## src/rtl/uart_pkg.sv

```systemverilog
// rtl/uart_pkg.sv - shared types and constants for the UART host scheduler
package uart_pkg;

  typedef enum logic [2:0] {
    S_IDLE,
    S_STAT,
    S_DECIDE,
    S_RXRD,
    S_RXHOLD,
    S_TXWR
  } state_t;

  localparam int ST_TXRDY = 0;
  localparam int ST_RXRDY = 1;
  localparam int ST_PERR  = 2;
  localparam int ST_FERR  = 3;
  localparam int ST_OVF   = 4;

  localparam logic [1:0] RD_NONE = 2'b00;
  localparam logic [1:0] RD_DATA = 2'b01;
  localparam logic [1:0] RD_STAT = 2'b10;

  localparam logic [7:0] CFG_RST = 8'h0B;

endpackage

```

## src/rtl/uart_host_sched_if.sv

```systemverilog
// rtl/uart_host_sched_if.sv - requester, RX stream, config and UART-side signal bundle
interface uart_host_sched_if;
  logic       req_a_valid;
  logic [7:0] req_a_data;
  logic       req_a_ready;
  logic       req_b_valid;
  logic [7:0] req_b_data;
  logic       req_b_ready;
  logic       rx_valid;
  logic [7:0] rx_data;
  logic       rx_ready;
  logic       cfg_we;
  logic [7:0] cfg_wdata;
  logic       cfg_ready;
  logic       uart_write;
  logic [1:0] uart_read;
  logic [7:0] uart_out_port;
  logic [7:0] uart_ds;
  logic       uart_int;
  logic [3:0] uart_baud;
  logic       uart_eight;
  logic       uart_p_en;
  logic       uart_ohel;

  modport slave (
    input  req_a_valid, req_a_data, req_b_valid, req_b_data, rx_ready,
    input  cfg_we, cfg_wdata, uart_ds, uart_int,
    output req_a_ready, req_b_ready, rx_valid, rx_data, cfg_ready,
    output uart_write, uart_read, uart_out_port,
    output uart_baud, uart_eight, uart_p_en, uart_ohel
  );

  modport master (
    output req_a_valid, req_a_data, req_b_valid, req_b_data, rx_ready,
    output cfg_we, cfg_wdata, uart_ds, uart_int,
    input  req_a_ready, req_b_ready, rx_valid, rx_data, cfg_ready,
    input  uart_write, uart_read, uart_out_port,
    input  uart_baud, uart_eight, uart_p_en, uart_ohel
  );
endinterface

```

## src/rtl/rr_arb2.sv

```systemverilog
// rtl/rr_arb2.sv - two-requester round-robin arbiter; bit 0 is requester A, bit 1 is B
module rr_arb2 (
  input  logic       clk,
  input  logic       rst,
  input  logic [1:0] req,
  input  logic       advance,
  output logic [1:0] gnt
);

  logic ptr_q, ptr_d;

  always_comb begin
    gnt = 2'b00;
    if (req[ptr_q]) begin
      gnt[ptr_q] = 1'b1;
    end else if (req[~ptr_q]) begin
      gnt[~ptr_q] = 1'b1;
    end
    ptr_d = ptr_q;
    // Point at the side that was not granted: A granted -> B next, and vice versa.
    if (advance && (|gnt)) begin
      ptr_d = gnt[0];
    end
  end

  always_ff @(posedge clk) begin
    if (rst) begin
      ptr_q <= 1'b0;
    end else begin
      ptr_q <= ptr_d;
    end
  end

endmodule

```

## src/rtl/uart_host_sched.sv

```systemverilog
// rtl/uart_host_sched.sv - UART sequencer: status polling, RX drain, round-robin TX; UART_ERR_CNT_EN builds err_cnt
module uart_host_sched
  import uart_pkg::*;
#(
  parameter int ERR_W = 8
) (
  input  logic               clk,
  input  logic               rst,
  uart_host_sched_if.slave   bus,
  output logic [ERR_W-1:0]   err_cnt
);

  state_t     state_q, state_d;
  logic [6:0] cfg_q, cfg_d;
  logic [7:0] rx_data_q, rx_data_d;
  logic [1:0] stat_q, stat_d;
  logic       rx_valid_q, rx_valid_d;
  logic       int_pend_q, int_pend_d;
  logic       tx_shadow_q, tx_shadow_d;
  logic [1:0] gnt;
  logic       req_any;
  logic       in_tx;

  assign req_any = bus.req_a_valid | bus.req_b_valid;
  // Strobes are suppressed while rst is high so nothing reaches the UART in the reset cycle.
  assign in_tx   = (state_q == S_TXWR) && !rst;

  rr_arb2 u_arb (
    .clk     (clk),
    .rst     (rst),
    .req     ({bus.req_b_valid, bus.req_a_valid}),
    .advance (in_tx),
    .gnt     (gnt)
  );

  assign bus.uart_write    = in_tx & (|gnt);
  assign bus.req_a_ready   = in_tx & gnt[0];
  assign bus.req_b_ready   = in_tx & gnt[1];
  assign bus.uart_out_port = gnt[1] ? bus.req_b_data : bus.req_a_data;
  assign bus.uart_read     = rst                  ? RD_NONE :
                             (state_q == S_STAT)  ? RD_STAT :
                             (state_q == S_RXRD)  ? RD_DATA : RD_NONE;

  assign bus.cfg_ready  = (state_q == S_IDLE);
  assign bus.rx_valid   = rx_valid_q;
  assign bus.rx_data    = rx_data_q;
  assign bus.uart_baud  = cfg_q[3:0];
  assign bus.uart_eight = cfg_q[4];
  assign bus.uart_p_en  = cfg_q[5];
  assign bus.uart_ohel  = cfg_q[6];

  always_comb begin
    state_d     = state_q;
    cfg_d       = cfg_q;
    rx_data_d   = rx_data_q;
    rx_valid_d  = rx_valid_q;
    stat_d      = stat_q;
    tx_shadow_d = tx_shadow_q;
    case (state_q)
      S_IDLE: begin
        if (bus.cfg_we) begin
          cfg_d = bus.cfg_wdata[6:0];
        end else if (int_pend_q || bus.uart_int || (req_any && tx_shadow_q)) begin
          state_d = S_STAT;
        end
      end
      S_STAT: begin
        stat_d      = bus.uart_ds[1:0];
        tx_shadow_d = bus.uart_ds[ST_TXRDY];
        state_d     = S_DECIDE;
      end
      S_DECIDE: begin
        if (stat_q[ST_RXRDY]) begin
          state_d = S_RXRD;
        end else if (stat_q[ST_TXRDY] && req_any) begin
          state_d = S_TXWR;
        end else begin
          state_d = S_IDLE;
        end
      end
      S_RXRD: begin
        rx_data_d  = bus.uart_ds;
        rx_valid_d = 1'b1;
        state_d    = S_RXHOLD;
      end
      S_RXHOLD: begin
        if (bus.rx_ready) begin
          rx_valid_d = 1'b0;
          state_d    = S_STAT;
        end
      end
      S_TXWR: begin
        if (bus.uart_write) begin
          tx_shadow_d = 1'b0;
        end
        state_d = S_IDLE;
      end
      default: state_d = S_IDLE;
    endcase
    // A new interrupt in the same cycle as STAT entry must survive the clear.
    int_pend_d = bus.uart_int | (int_pend_q & (state_d != S_STAT));
  end

  always_ff @(posedge clk) begin
    if (rst) begin
      state_q     <= S_IDLE;
      cfg_q       <= CFG_RST[6:0];
      rx_data_q   <= '0;
      rx_valid_q  <= 1'b0;
      stat_q      <= '0;
      int_pend_q  <= 1'b0;
      tx_shadow_q <= 1'b1;
    end else begin
      state_q     <= state_d;
      cfg_q       <= cfg_d;
      rx_data_q   <= rx_data_d;
      rx_valid_q  <= rx_valid_d;
      stat_q      <= stat_d;
      int_pend_q  <= int_pend_d;
      tx_shadow_q <= tx_shadow_d;
    end
  end

`ifdef UART_ERR_CNT_EN
  logic [ERR_W-1:0] err_q, err_d;

  always_comb begin
    err_d = err_q;
    if ((state_q == S_STAT) && (err_q != {ERR_W{1'b1}}) &&
        (bus.uart_ds[ST_PERR] | bus.uart_ds[ST_FERR] | bus.uart_ds[ST_OVF])) begin
      err_d = err_q + ERR_W'(1);
    end
  end

  always_ff @(posedge clk) begin
    if (rst) begin
      err_q <= '0;
    end else begin
      err_q <= err_d;
    end
  end

  assign err_cnt = err_q;
`else
  assign err_cnt = '0;
`endif

endmodule

```

## src/flat_wrapper.sv

```systemverilog
// flat-port wrapper written by rule: the top's interface ports become plain ports
module uart_host_sched_flat import uart_pkg::*;
#(
  parameter int ERR_W = 8
)
  (clk, rst, err_cnt, bus_req_a_valid, bus_req_a_data, bus_req_b_valid, bus_req_b_data, bus_rx_ready, bus_cfg_we, bus_cfg_wdata, bus_uart_ds, bus_uart_int, bus_req_a_ready, bus_req_b_ready, bus_rx_valid, bus_rx_data, bus_cfg_ready, bus_uart_write, bus_uart_read, bus_uart_out_port, bus_uart_baud, bus_uart_eight, bus_uart_p_en, bus_uart_ohel);
  uart_host_sched_if bus_i ();
  input  logic clk;
  input  logic rst;
  output logic [ERR_W-1:0] err_cnt;
  input wire logic [$bits(bus_i.req_a_valid)-1:0] bus_req_a_valid;
  input wire logic [$bits(bus_i.req_a_data)-1:0] bus_req_a_data;
  input wire logic [$bits(bus_i.req_b_valid)-1:0] bus_req_b_valid;
  input wire logic [$bits(bus_i.req_b_data)-1:0] bus_req_b_data;
  input wire logic [$bits(bus_i.rx_ready)-1:0] bus_rx_ready;
  input wire logic [$bits(bus_i.cfg_we)-1:0] bus_cfg_we;
  input wire logic [$bits(bus_i.cfg_wdata)-1:0] bus_cfg_wdata;
  input wire logic [$bits(bus_i.uart_ds)-1:0] bus_uart_ds;
  input wire logic [$bits(bus_i.uart_int)-1:0] bus_uart_int;
  output wire logic [$bits(bus_i.req_a_ready)-1:0] bus_req_a_ready;
  output wire logic [$bits(bus_i.req_b_ready)-1:0] bus_req_b_ready;
  output wire logic [$bits(bus_i.rx_valid)-1:0] bus_rx_valid;
  output wire logic [$bits(bus_i.rx_data)-1:0] bus_rx_data;
  output wire logic [$bits(bus_i.cfg_ready)-1:0] bus_cfg_ready;
  output wire logic [$bits(bus_i.uart_write)-1:0] bus_uart_write;
  output wire logic [$bits(bus_i.uart_read)-1:0] bus_uart_read;
  output wire logic [$bits(bus_i.uart_out_port)-1:0] bus_uart_out_port;
  output wire logic [$bits(bus_i.uart_baud)-1:0] bus_uart_baud;
  output wire logic [$bits(bus_i.uart_eight)-1:0] bus_uart_eight;
  output wire logic [$bits(bus_i.uart_p_en)-1:0] bus_uart_p_en;
  output wire logic [$bits(bus_i.uart_ohel)-1:0] bus_uart_ohel;
  assign bus_i.req_a_valid = bus_req_a_valid;
  assign bus_i.req_a_data = bus_req_a_data;
  assign bus_i.req_b_valid = bus_req_b_valid;
  assign bus_i.req_b_data = bus_req_b_data;
  assign bus_i.rx_ready = bus_rx_ready;
  assign bus_i.cfg_we = bus_cfg_we;
  assign bus_i.cfg_wdata = bus_cfg_wdata;
  assign bus_i.uart_ds = bus_uart_ds;
  assign bus_i.uart_int = bus_uart_int;
  assign bus_req_a_ready = bus_i.req_a_ready;
  assign bus_req_b_ready = bus_i.req_b_ready;
  assign bus_rx_valid = bus_i.rx_valid;
  assign bus_rx_data = bus_i.rx_data;
  assign bus_cfg_ready = bus_i.cfg_ready;
  assign bus_uart_write = bus_i.uart_write;
  assign bus_uart_read = bus_i.uart_read;
  assign bus_uart_out_port = bus_i.uart_out_port;
  assign bus_uart_baud = bus_i.uart_baud;
  assign bus_uart_eight = bus_i.uart_eight;
  assign bus_uart_p_en = bus_i.uart_p_en;
  assign bus_uart_ohel = bus_i.uart_ohel;
  uart_host_sched #(.ERR_W(ERR_W)) u_core (.clk(clk), .rst(rst), .bus(bus_i), .err_cnt(err_cnt));
endmodule
```

## config.mk

```make
export PLATFORM = sky130hd
export DESIGN_NAME = uart_host_sched_flat
export DESIGN_NICKNAME = d
export VERILOG_FILES = /design/src/rtl/uart_pkg.sv /design/src/rtl/uart_host_sched_if.sv /design/src/rtl/rr_arb2.sv /design/src/rtl/uart_host_sched.sv /design/src/flat_wrapper.sv
export SDC_FILE = /design/constraint.sdc
export NUM_CORES = 1
export LEC_CHECK = 0
export BUFFER_PORTS_ARGS = -buffer_cell sky130_fd_sc_hd__buf_2
export CAP_MARGIN = 30
export CORE_ASPECT_RATIO = 1.5
export CORE_MARGIN = 3
export CORE_UTILIZATION = 37
export CTS_CLUSTER_SIZE = 14
export DETAILED_ROUTE_END_ITERATION = 10
export PLACE_DENSITY = 0.74
export SYNTH_ARGS = -nofsm -noshare
export SYNTH_HDL_FRONTEND = slang
export SYNTH_SLANG_ARGS = --single-unit
export TNS_END_PERCENT = 10
```

## constraint.sdc

```tcl
create_clock -name clk -period 1.5 [get_ports clk]
set_clock_uncertainty 0.15 [all_clocks]
set_input_delay 0.3 -clock clk [delete_from_list [all_inputs] [get_ports clk]]
set_output_delay 0.3 -clock clk [all_outputs]
set_load 0.05 [all_outputs]
```

==> impl_metrics.ini <==
[global_routing]
grt_pass1_wl_um = 5070
grt_max_degree = 14
grt_pass1_vias = 1237
grt-ovfl-total = 0
antenna_found_initial = 0
grt_util_all_layers = 0.169

[cells_and_area]
antennaDiodeCount = 0
fin_nets = 260
syn_to_final_growth_pct = 64.9
final_area_um2 = 1950
final_layout_size_suffix_gt1_frac = 0.527

[route]
first_pass_iters = 4
ant_nets = 0
wl_per_cell_um = 13.0
dr_wl_met3_um = 278
avgViaCountPerCell = 4.81
wl_met1_um = 1170
num_vias = 1246
met2WireLength_um = 1870
drtIter0Drc = 15
highest_layer = met4
route.detailed.drc = 0
wl_um = 3360

[job]
maxCapViolCount = 0

[clocking]
cts_root_buffer = clkbuf_8
cts_tree = done
cts_buffers = 3
cts.clk_slew.worst_paths_ps = 80
cts_max_level = 1
numClockSinks = 24
clock_latency_ps = 260
clockBufferDepth = 2
cts_setup_buffers = 0

[sta]
setup_viol = 16
min_period_over_period = 1.22
worst_slack_ps = -332
drv_slew = 0
fin_setup_tns_ps = -3940
max_freq_mhz = 546
hold_viol_final = 0
rsz0062_at_grt = true
timing.final.crit_period_ps = 1830

[logic_synthesis]
ys_ff_latch = 24
seq_area_frac_synth = 0.405
netlist_area_um2 = 1180
yosys.area.top_type = dfxtp_1
synthDistinctLibCells = 33
synth.area.top_cells = dfxtp_1 41%, mux2_2 7.6%, mux2i_1 6.8%
synthCells = 138
yosysTopAreaCellShare = 0.405
synth_warnings = 0
synth.avg_cell_area_um2 = 8.59

[worst_hold_path]
min_path_type = in -> reg
hold-path-cell-count = 3

[floorplan]
io_pins = 77
die_area_um2 = 3930
coreArea_um2 = 2970
initial_core_util = 0.399
die_h_um = 75.3
die_w_um = 52.2
placementRows = 24

[place]
post_dp_cell_area_um2 = 1700
portBuffers = 67
place.gp.congestion = 0.779
post-dp-hpwl_um = 2490

[worst_setup_path]
path_depth = 4
critPathMaxFanout = 5
worstPathRequired_ps = 1050
crit_buf_inv = 2
worst_setup_path_start_kind = flop
critPathSlowestCell = dfxtp_2
worstRegToRegCells = 5
crit_path_end_kind = output port
crit_chain = o21ai_4 > buf_6 > mux2_4 > buf_8
crit_type = reg -> out
cp_top_family = flip-flops
slowest_delay_ps = 340
worst_ep_arrival_time_ps = 1380

[power_and_ir_drop]
power_density_nw_per_um2 = 852
vdd_drop_max_uv = 711
power.leakage_uw = 0.000993

[outcome]
violations = setup timing
status = finished, violations left
==> timing repair <==
| item | in CTS | in global routing |
|---|---|---|
| pin swaps | 6 | 1 |
| hold buffers | 0 | 0 |
| endpoints found under the setup margin | 23 | 24 |
| resized for setup | 54 | 6 |
| gates cloned | 1 | 0 |
==> logic make-up after synthesis <==
family                 after synthesis  share of synthesized area
AO/OA/AOI/OAI                       23                      0.138
buffers and inverters               18                     0.0929
flip-flops                          24                      0.405
multiplexers                        16                      0.144
other                                1                    0.00316
AND/OR/NAND/NOR                     56                      0.216
==> cells in the final DEF (no fill, tap or decap), types with 2 or more instances in the layout <==
cell type,synthesis,layout
a211oi_2,2,2
a21oi_1,8,8
buf_2,3,53
buf_4,8,12
buf_6,1,11
buf_8,0,9
clkbuf_8,0,4
conb_1,1,8
dfxtp_1,24,20
dfxtp_2,0,2
dfxtp_4,0,2
inv_1,3,3
mux2_4,0,8
mux2i_1,8,8
nand2_1,20,20
nand3_1,6,5
nor2_1,17,14
nor2_2,0,2
nor2b_1,2,2
o21ai_0,5,5
o311a_1,2,2
==> stage by stage <==
| step | utilization | setup slack [ps] | total power, uW | cells | hold slack [ps] |
|---|---|---|---|---|---|
| floorplan | - | -272 | 1040 | 145 | 255 |
| global placement | 0.570 | -208 | 1170 | 254 | 290 |
| detailed placement | 0.570 | -227 | 1170 | 254 | 297 |
| CTS | 0.651 | -327 | 1670 | 259 | 96.3 |
| global route | 0.657 | -370 | 1740 | 259 | 103 |
| finish | 0.657 | -332 | 1670 | 259 | 100 |
==> final timing paths <==
path | from | to | slack [ps]
hold / removal | bus_cfg_wdata[0] | u_core.cfg_q[0]$_SDFFE_PP1P_ | 100
setup / recovery | u_core.u_arb.ptr_q$_SDFFE_PP0P_ | bus_uart_out_port[5] | -330
setup reg to reg | u_core.state_q[1]$_SDFF_PP0_ | u_core.int_pend_q$_SDFF_PP0_ | -50
hold reg to reg | u_core.cfg_q[5]$_SDFFE_PP0P_ | u_core.cfg_q[5]$_SDFFE_PP0P_ | 310
==> per-layer routing <==
layer  vias up  track usage
met1       569        0.170
met3         6       0.0274
met5         -            0
li1        616            -
met2        55        0.344
met4         0       0.0511
==> synth_stat cells <==
library cell,instances
conb_1,1
o21a_1,1
clkbuf_2,1
or2b_1,1
nand2_1,20
nor2_1,17
mux2_2,8
nor2b_1,2
a221o_1,1
o311a_1,2
a2111o_1,1
a211oi_1,1
inv_1,3
a211oi_2,2
or2_2,1
nand3_1,6
o21ai_2,1
nand2b_1,1
a21oi_1,8
buf_2,3
dfxtp_1,24
mux2i_1,8
o21ai_0,5
or2_4,1
buf_6,1
buf_4,8
clkbuf_1,2
nand3b_1,1
a311oi_1,1
or4b_1,1
nor3_1,3
and2b_1,1
and2_1,1
==> power breakdown <==
group          total [uW]  leakage [uW]  internal (uW)  switching [uW]
Combinational         548      0.000766            213             335
Clock                 434     0.0000288            234             200
Sequential            684      0.000198            666            17.9
==> registers in the layout (all words and copies together), names as in the netlist <==
signal / count
u_core.bus.rx_data: 8
u_core.bus.rx_valid: 1
u_core.cfg_q: 7
u_core.int_pend_q: 1
u_core.stat_q: 2
u_core.state_q: 3
u_core.tx_shadow_q: 1
u_core.u_arb.ptr_q: 1
==> final cells by class <==
| class | count | area [um2] |
|---|---|---|
| Clock buffer | 4 | 55.1 |
| Timing Repair Buffer | 86 | 634 |
| Inverter | 3 | 11.3 |
| Tap cell | 39 | 48.8 |
| Sequential cell | 24 | 490 |
| Multi-Input combinational cell | 103 | 714 |
| Fill cell | 244 | 1020 |
==> worst register-to-register path: cells and delay by family (launching register included) <==
| kind | cells | cell delay (ps) |
|---|---|---|
| flip-flops | 1 | 330 |
| buffers and inverters | 1 | 130 |
| AND/OR/NAND/NOR | 2 | 600 |
| AO/OA/AOI/OAI | 2 | 300 |
Note: power is estimated with default switching activity, not from simulation.
